===== config.mk =====
export PLATFORM = sky130hd
export DESIGN_NAME = cck_edge_gen
export DESIGN_NICKNAME = d
export VERILOG_FILES = /design/src/rtl/cck_edge_gen.sv
export SDC_FILE = /design/constraint.sdc
export NUM_CORES = 1
export LEC_CHECK = 0
export BUFFER_PORTS_ARGS = -buffer_cell sky130_fd_sc_hd__buf_4
export CELL_PAD_IN_SITES_DETAIL_PLACEMENT = 1
export CELL_PAD_IN_SITES_GLOBAL_PLACEMENT = 1
export CORE_MARGIN = 5
export CORE_UTILIZATION = 50
export CTS_BUF_LIST = sky130_fd_sc_hd__clkbuf_16
export CTS_CLUSTER_DIAMETER = 80
export CTS_CLUSTER_SIZE = 16
export DETAILED_ROUTE_END_ITERATION = 8
export HOLD_SLACK_MARGIN = 0.1
export PLACE_DENSITY = 0.85
export SETUP_SLACK_MARGIN = 0.5
export SYNTH_ARGS = -nofsm -noshare
export SYNTH_HDL_FRONTEND = slang
export SYNTH_SLANG_ARGS = --single-unit

===== constraint.sdc =====
create_clock -name clk -period 4.3 [get_ports clk]
set_input_delay 0.43 -clock clk [delete_from_list [all_inputs] [get_ports clk]]
set_output_delay 0.43 -clock clk [all_outputs]
set_load 0.02 [all_outputs]

===== src/rtl/cck_edge_gen.sv =====
// CCK edge generator: synchronises and filters the CCK pin, measures its period,
// locks a local phase counter to it and derives CCK/CCKQ/CDAC strobes.
module cck_edge_gen #(
  parameter int RATIO  = 16,
  parameter int FILT   = 2,
  parameter int TOL    = 1,
  parameter int LOCK_N = 4,
  parameter int MISS_N = 2
) (
  input  logic                     clk,
  input  logic                     rst_n,
  input  logic                     cck_in,
  output logic                     cck,
  output logic                     cckq,
  output logic                     cck_edge,
  output logic                     cckq_edge,
  output logic                     cdac_edge,
  output logic [$clog2(RATIO)-1:0] phase,
  output logic [7:0]               period,
  output logic                     locked
);
  localparam int PW = $clog2(RATIO);
  localparam int Q  = RATIO / 8;

  localparam logic [PW-1:0] PH_LAST = PW'(RATIO - 1);
  localparam logic [PW-1:0] PH_Q1   = PW'(Q);
  localparam logic [PW-1:0] PH_Q2   = PW'(2 * Q);
  localparam logic [PW-1:0] PH_Q3   = PW'(3 * Q);
  localparam logic [PW-1:0] PH_Q4   = PW'(4 * Q);
  localparam logic [PW-1:0] PH_Q5   = PW'(5 * Q);
  localparam logic [PW-1:0] PH_Q6   = PW'(6 * Q);
  localparam logic [PW-1:0] PH_Q7   = PW'(7 * Q);

  typedef enum logic [1:0] {
    UNLOCKED = 2'd0,
    ACQUIRE  = 2'd1,
    LOCKED   = 2'd2
  } state_t;

  logic          sync1_q, sync2_q;
  logic          cck_q, cck_d, cck_prev_q;
  logic [2:0]    filt_cnt_q, filt_cnt_d;
  logic [PW-1:0] phase_q, phase_d;
  logic [7:0]    cnt_q, cnt_d;
  logic [7:0]    period_q, period_d;
  logic [7:0]    good_q, good_d;
  logic [7:0]    miss_q, miss_d;
  state_t        state_q, state_d;
  logic          locked_q;

  logic          rise, wrap, flywheel, good_period;
  logic [8:0]    dev;

  // Level filter: flip only after FILT consecutive synced samples disagree.
  always_comb begin
    cck_d      = cck_q;
    filt_cnt_d = '0;
    if (sync2_q != cck_q) begin
      if (filt_cnt_q == 3'(FILT - 1)) begin
        cck_d = ~cck_q;
      end else begin
        filt_cnt_d = filt_cnt_q + 3'd1;
      end
    end
  end

  assign rise        = cck_q & ~cck_prev_q;
  assign wrap        = (phase_q == PH_LAST);
  assign flywheel    = wrap & ~rise;
  assign dev         = (cnt_q >= 8'(RATIO)) ? ({1'b0, cnt_q} - 9'(RATIO))
                                            : (9'(RATIO) - {1'b0, cnt_q});
  assign good_period = (dev <= 9'(TOL));

  // A flywheel wrap restarts the period count so a single dropped rise
  // does not make the following real rise look twice as late.
  always_comb begin
    phase_d  = (rise || wrap) ? '0 : phase_q + PW'(1);
    cnt_d    = (cnt_q == 8'd255) ? cnt_q : cnt_q + 8'd1;
    if (rise || ((state_q == LOCKED) && flywheel)) begin
      cnt_d = 8'd1;
    end
    period_d = rise ? cnt_q : period_q;
  end

  always_comb begin
    state_d = state_q;
    good_d  = good_q;
    miss_d  = miss_q;
    case (state_q)
      UNLOCKED: begin
        if (rise) begin
          state_d = ACQUIRE;
          good_d  = '0;
          miss_d  = '0;
        end
      end
      ACQUIRE: begin
        if (rise) begin
          if (good_period) begin
            good_d = good_q + 8'd1;
            if (good_d >= 8'(LOCK_N)) begin
              state_d = LOCKED;
              miss_d  = '0;
            end
          end else begin
            good_d = '0;
          end
        end else if (cnt_q >= 8'(2 * RATIO)) begin
          state_d = UNLOCKED;
        end
      end
      LOCKED: begin
        if (rise) begin
          miss_d = good_period ? 8'd0 : miss_q + 8'd1;
        end else if (flywheel) begin
          miss_d = miss_q + 8'd1;
        end
        if (miss_d >= 8'(MISS_N)) begin
          state_d = UNLOCKED;
          miss_d  = '0;
        end
      end
      default: state_d = UNLOCKED;
    endcase
  end

  always_ff @(posedge clk or negedge rst_n) begin
    if (!rst_n) begin
      sync1_q    <= 1'b0;
      sync2_q    <= 1'b0;
      cck_q      <= 1'b0;
      cck_prev_q <= 1'b0;
      filt_cnt_q <= '0;
      phase_q    <= '0;
      cnt_q      <= '0;
      period_q   <= '0;
      good_q     <= '0;
      miss_q     <= '0;
      state_q    <= UNLOCKED;
      locked_q   <= 1'b0;
    end else begin
      sync1_q    <= cck_in;
      sync2_q    <= sync1_q;
      cck_q      <= cck_d;
      cck_prev_q <= cck_q;
      filt_cnt_q <= filt_cnt_d;
      phase_q    <= phase_d;
      cnt_q      <= cnt_d;
      period_q   <= period_d;
      good_q     <= good_d;
      miss_q     <= miss_d;
      state_q    <= state_d;
      locked_q   <= (state_d == LOCKED);
    end
  end

  // Locked: strobes come from the flywheel phase; otherwise only raw CCK edges.
  always_comb begin
    cck_edge  = 1'b0;
    cckq_edge = 1'b0;
    cdac_edge = 1'b0;
    cckq      = 1'b0;
    if (locked_q) begin
      cck_edge  = (phase_q == '0) || (phase_q == PH_Q4);
      cckq_edge = (phase_q == PH_Q2) || (phase_q == PH_Q6);
      cdac_edge = (phase_q == PH_Q1) || (phase_q == PH_Q3) ||
                  (phase_q == PH_Q5) || (phase_q == PH_Q7);
      cckq      = (phase_q >= PH_Q2) && (phase_q < PH_Q6);
    end else begin
      cck_edge  = cck_q ^ cck_prev_q;
    end
  end

  assign cck    = cck_q;
  assign phase  = phase_q;
  assign period = period_q;
  assign locked = locked_q;

endmodule


==> metrics.yaml <==
finish:
  final_nets: 297
  layout_common_cells: "dfrtp_1 (46), nor2_1 (25), nand2_1 (21)"
  drive_gt1_share_pct: 15.8
  layout_commonest_cell: "dfrtp_1"
  fillers: 558
  antenna_cells: 0
  area_delta_synth_final_pct: 14.1
  layout.cells.non_filler: 348
drt:
  routed_wirelength_um: 6090
  drc: 0
  drt-initial-drc-count: 60
  avgViaCountPerCell: 5.66
  avgRoutedWirePerCell_um: 17.5
  drtPass1Iterations: 4
  ant_nets: 0
  vias: 1970
logic_synthesis:
  synth-simple-area-share_pct: 20.0
  synth_top_flop_cell: "dfrtp_1"
  post_synth_inst_count: 256
  yosys-top-cells-area: "dfrtp_1 (45%), ha_1 (8.3%), mux2_2 (4.0%)"
  syn_area_sq_um: 2550
  syn-num-nets: 276
  ys.warnings.count: 0
  synthMuxAreaShare_pct: 4.37
  synth_edf_count: 0
  syn_avg_cell_area_sq_um: 9.96
  synthAdderAreaFrac_pct: 8.34
  synth-async-reset-ratio_pct: 100
  yosysUniqueCellTypes: 49
  synth_compound_area_share_pct: 14.0
  ys_seq_area_share_pct: 45.1
  synth.top_cell.area_share_pct: 45.1
  synth-xor-area-share_pct: 4.47
  synth_top_family_by_area: "simple AND/OR/NAND/NOR gates"
  yosysTopAreaCell: "dfrtp_1"
  ys_ff_latch: 46
setup_path:
  cp_cell_sequence: "ha_1 > a21oi_1 > or3_1 > a21oi_1 > o2bb2ai_1 > a2111oi_4 > a22o_1"
  critPathLaunchType: "flop"
  cpMaxStageDelayCell: "ha_1"
  cp_data_required_time_ns: 4.52
  crit_fanout: 21
  end_kind: "flop"
  cpPeakStageDelay_ns: 0.74
  cp_common_cell: "a21oi_1"
  crit_family: "compound AO/OA/AOI/OAI gates"
  cp_num_buf_inv: 0
  worstSetupPathType: "flop to flop"
  arrival_ns: 2.93
  r2r_cells: 7
  worst-path-stages: 7
timing:
  fin_crit_sh_pct: 62.9
  slew_viol_final: 0
  slew_headroom_pct: 39.5
  clock_skew_ns: 0.00798
  worst_slack_ns: 1.59
  setup-tns-final_ns: 0
  min_period_ns: 2.71
  max_freq_mhz: 369
  tightest_slew_ns: 0.903
  hold_viol_final: 0
  setup-violations-final: 0
  whs_ns: 0.153
  rsz0062_at_grt: "false"
grt:
  first_global_vias: 2152
  grt_usage_pct: 20.1
  grt_overflow: 0
  grt_pass1_wl_um: 10200
  grt_max_degree: 47
  antenna_found_initial: 0
pwr:
  peakVddDrop_mv: 0.293
  leakage_nw: 1.36
  power_w: 0.00156
  power.density_nw_per_um2: 536
clock_tree:
  cts_setup_buffers: 0
  cts_tree: "yes"
  ctsHoldBuffers: 0
  cts_resized: 0
  path_clk_slew_ns: 0.06
  clockBufferDepth: 2
  cts.htree.levels: 2
  cts.sinks: 46
  cts_buffers: 5
  insertion_delay_ns: 0.29
  cts_root_buf: "clkbuf_16"
place:
  dpl_worst_slack_ns: 1.64
  place_inst: 340
  numPortBuffers: 20
  dp_hpwl_um: 4020
  place_congestion: 0.838
floorplan:
  die_h_um: 81.4
  dieArea_sq_um: 6630
  core.rowCount: 26
  boundaryPins: 21
  initial_core_util_pct: 50.6
  die_x_um: 81.4
  coreArea_sq_um: 5040
run:
  drv_cap: 0
worst_hold_path:
  hold_class: "primary input to async pin"
run_status:
  run_status: "finished clean"
## worst paths after layout
kind | from | endpoint | slack, ns
worst max-delay path | cck | miss_q[0] | 1.59
worst min-delay path | rst_n | good_q[2] | 0.15
worst max register to register | cck | miss_q[0] | 1.59
worst min register to register | sync1_q | sync2_q | 0.35
max in group asynchronous | rst_n | filt_cnt_q[1] | 3.75
min in group clk | cck_in | sync1_q | 0.26
## registers in the layout, indices dropped and copies added, names as in the netlist
signal and cells:
cck 1, sync1_q 1, cnt_q 8, sync2_q 1
miss_q 8, state_q 2, good_q 8, period 8
locked 1, filt_cnt_q 3, cck_prev_q 1, phase 4
## cell type report
type / instances / area, sq um / area share, %
Inverter: 13 / 48.8 / 1.68
Tap cell: 70 / 87.6 / 3.01
Timing Repair Buffer: 20 / 150 / 5.16
Clock buffer: 5 / 125 / 4.30
Sequential cell: 46 / 1150 / 39.6
Multi-Input combinational cell: 191 / 1310 / 44.9
Clock inverter: 3 / 41.3 / 1.42
## report_power, final
group          switching, W  internal [W]
Clock              0.000161      0.000272
Sequential        0.0000959      0.000505
Combinational      0.000311      0.000215
Total              0.000569      0.000992
## logic make-up (layout without fill, tap and decap cells)
group                      Yosys count  after routing
muxes                               10             10
DFF                                 46             46
adders and majority gates           17             17
xor gates and xnor gates            13             13
and+or+nand+nor                    100            100
buffers and inverters               19             41
AOI/OAI and AO/OA                   51             51
## layer usage
| layer | track usage (%) | up-vias | share of wire [%] |
|---|---|---|---|
| met5 | 0 | - | 0 |
| met4 | 7.94 | 0 | 2.2 |
| met3 | 4.06 | 15 | 2.3 |
| met2 | 36.2 | 24 | 52 |
| met1 | 23.2 | 985 | 43 |
| li1 | - | 946 | - |
## cells in the mapped netlist (2+ instances only)
library cell and count:
nor2b_1 2, o21a_1 3, and2_1 10, nand3_1 9, a211oi_1 2, nand4_1 5, nor2_1 25, o22ai_1 2
nand2_1 21, mux2_2 9, nor4_1 2, o31ai_1 4, nor3_1 8, and3_1 2, inv_1 12, buf_2 3
or3_1 2, o21ai_0 14, xnor2_1 5, ha_1 17, nand2b_1 4, a31oi_1 4, a22o_1 2, xor2_1 8
dfrtp_1 46, a21oi_1 8, a21o_1 3, nand3b_1 3
## stage by stage
stage / utilization [%] / instance area, sq um
after floorplan: - / 2550
after global placement: 54.4 / 2740
after detailed placement: 54.4 / 2740
after CTS: 57.7 / 2910
after global routing: 57.7 / 2910
final: 57.7 / 2910
(Power assumes the default switching activity.)
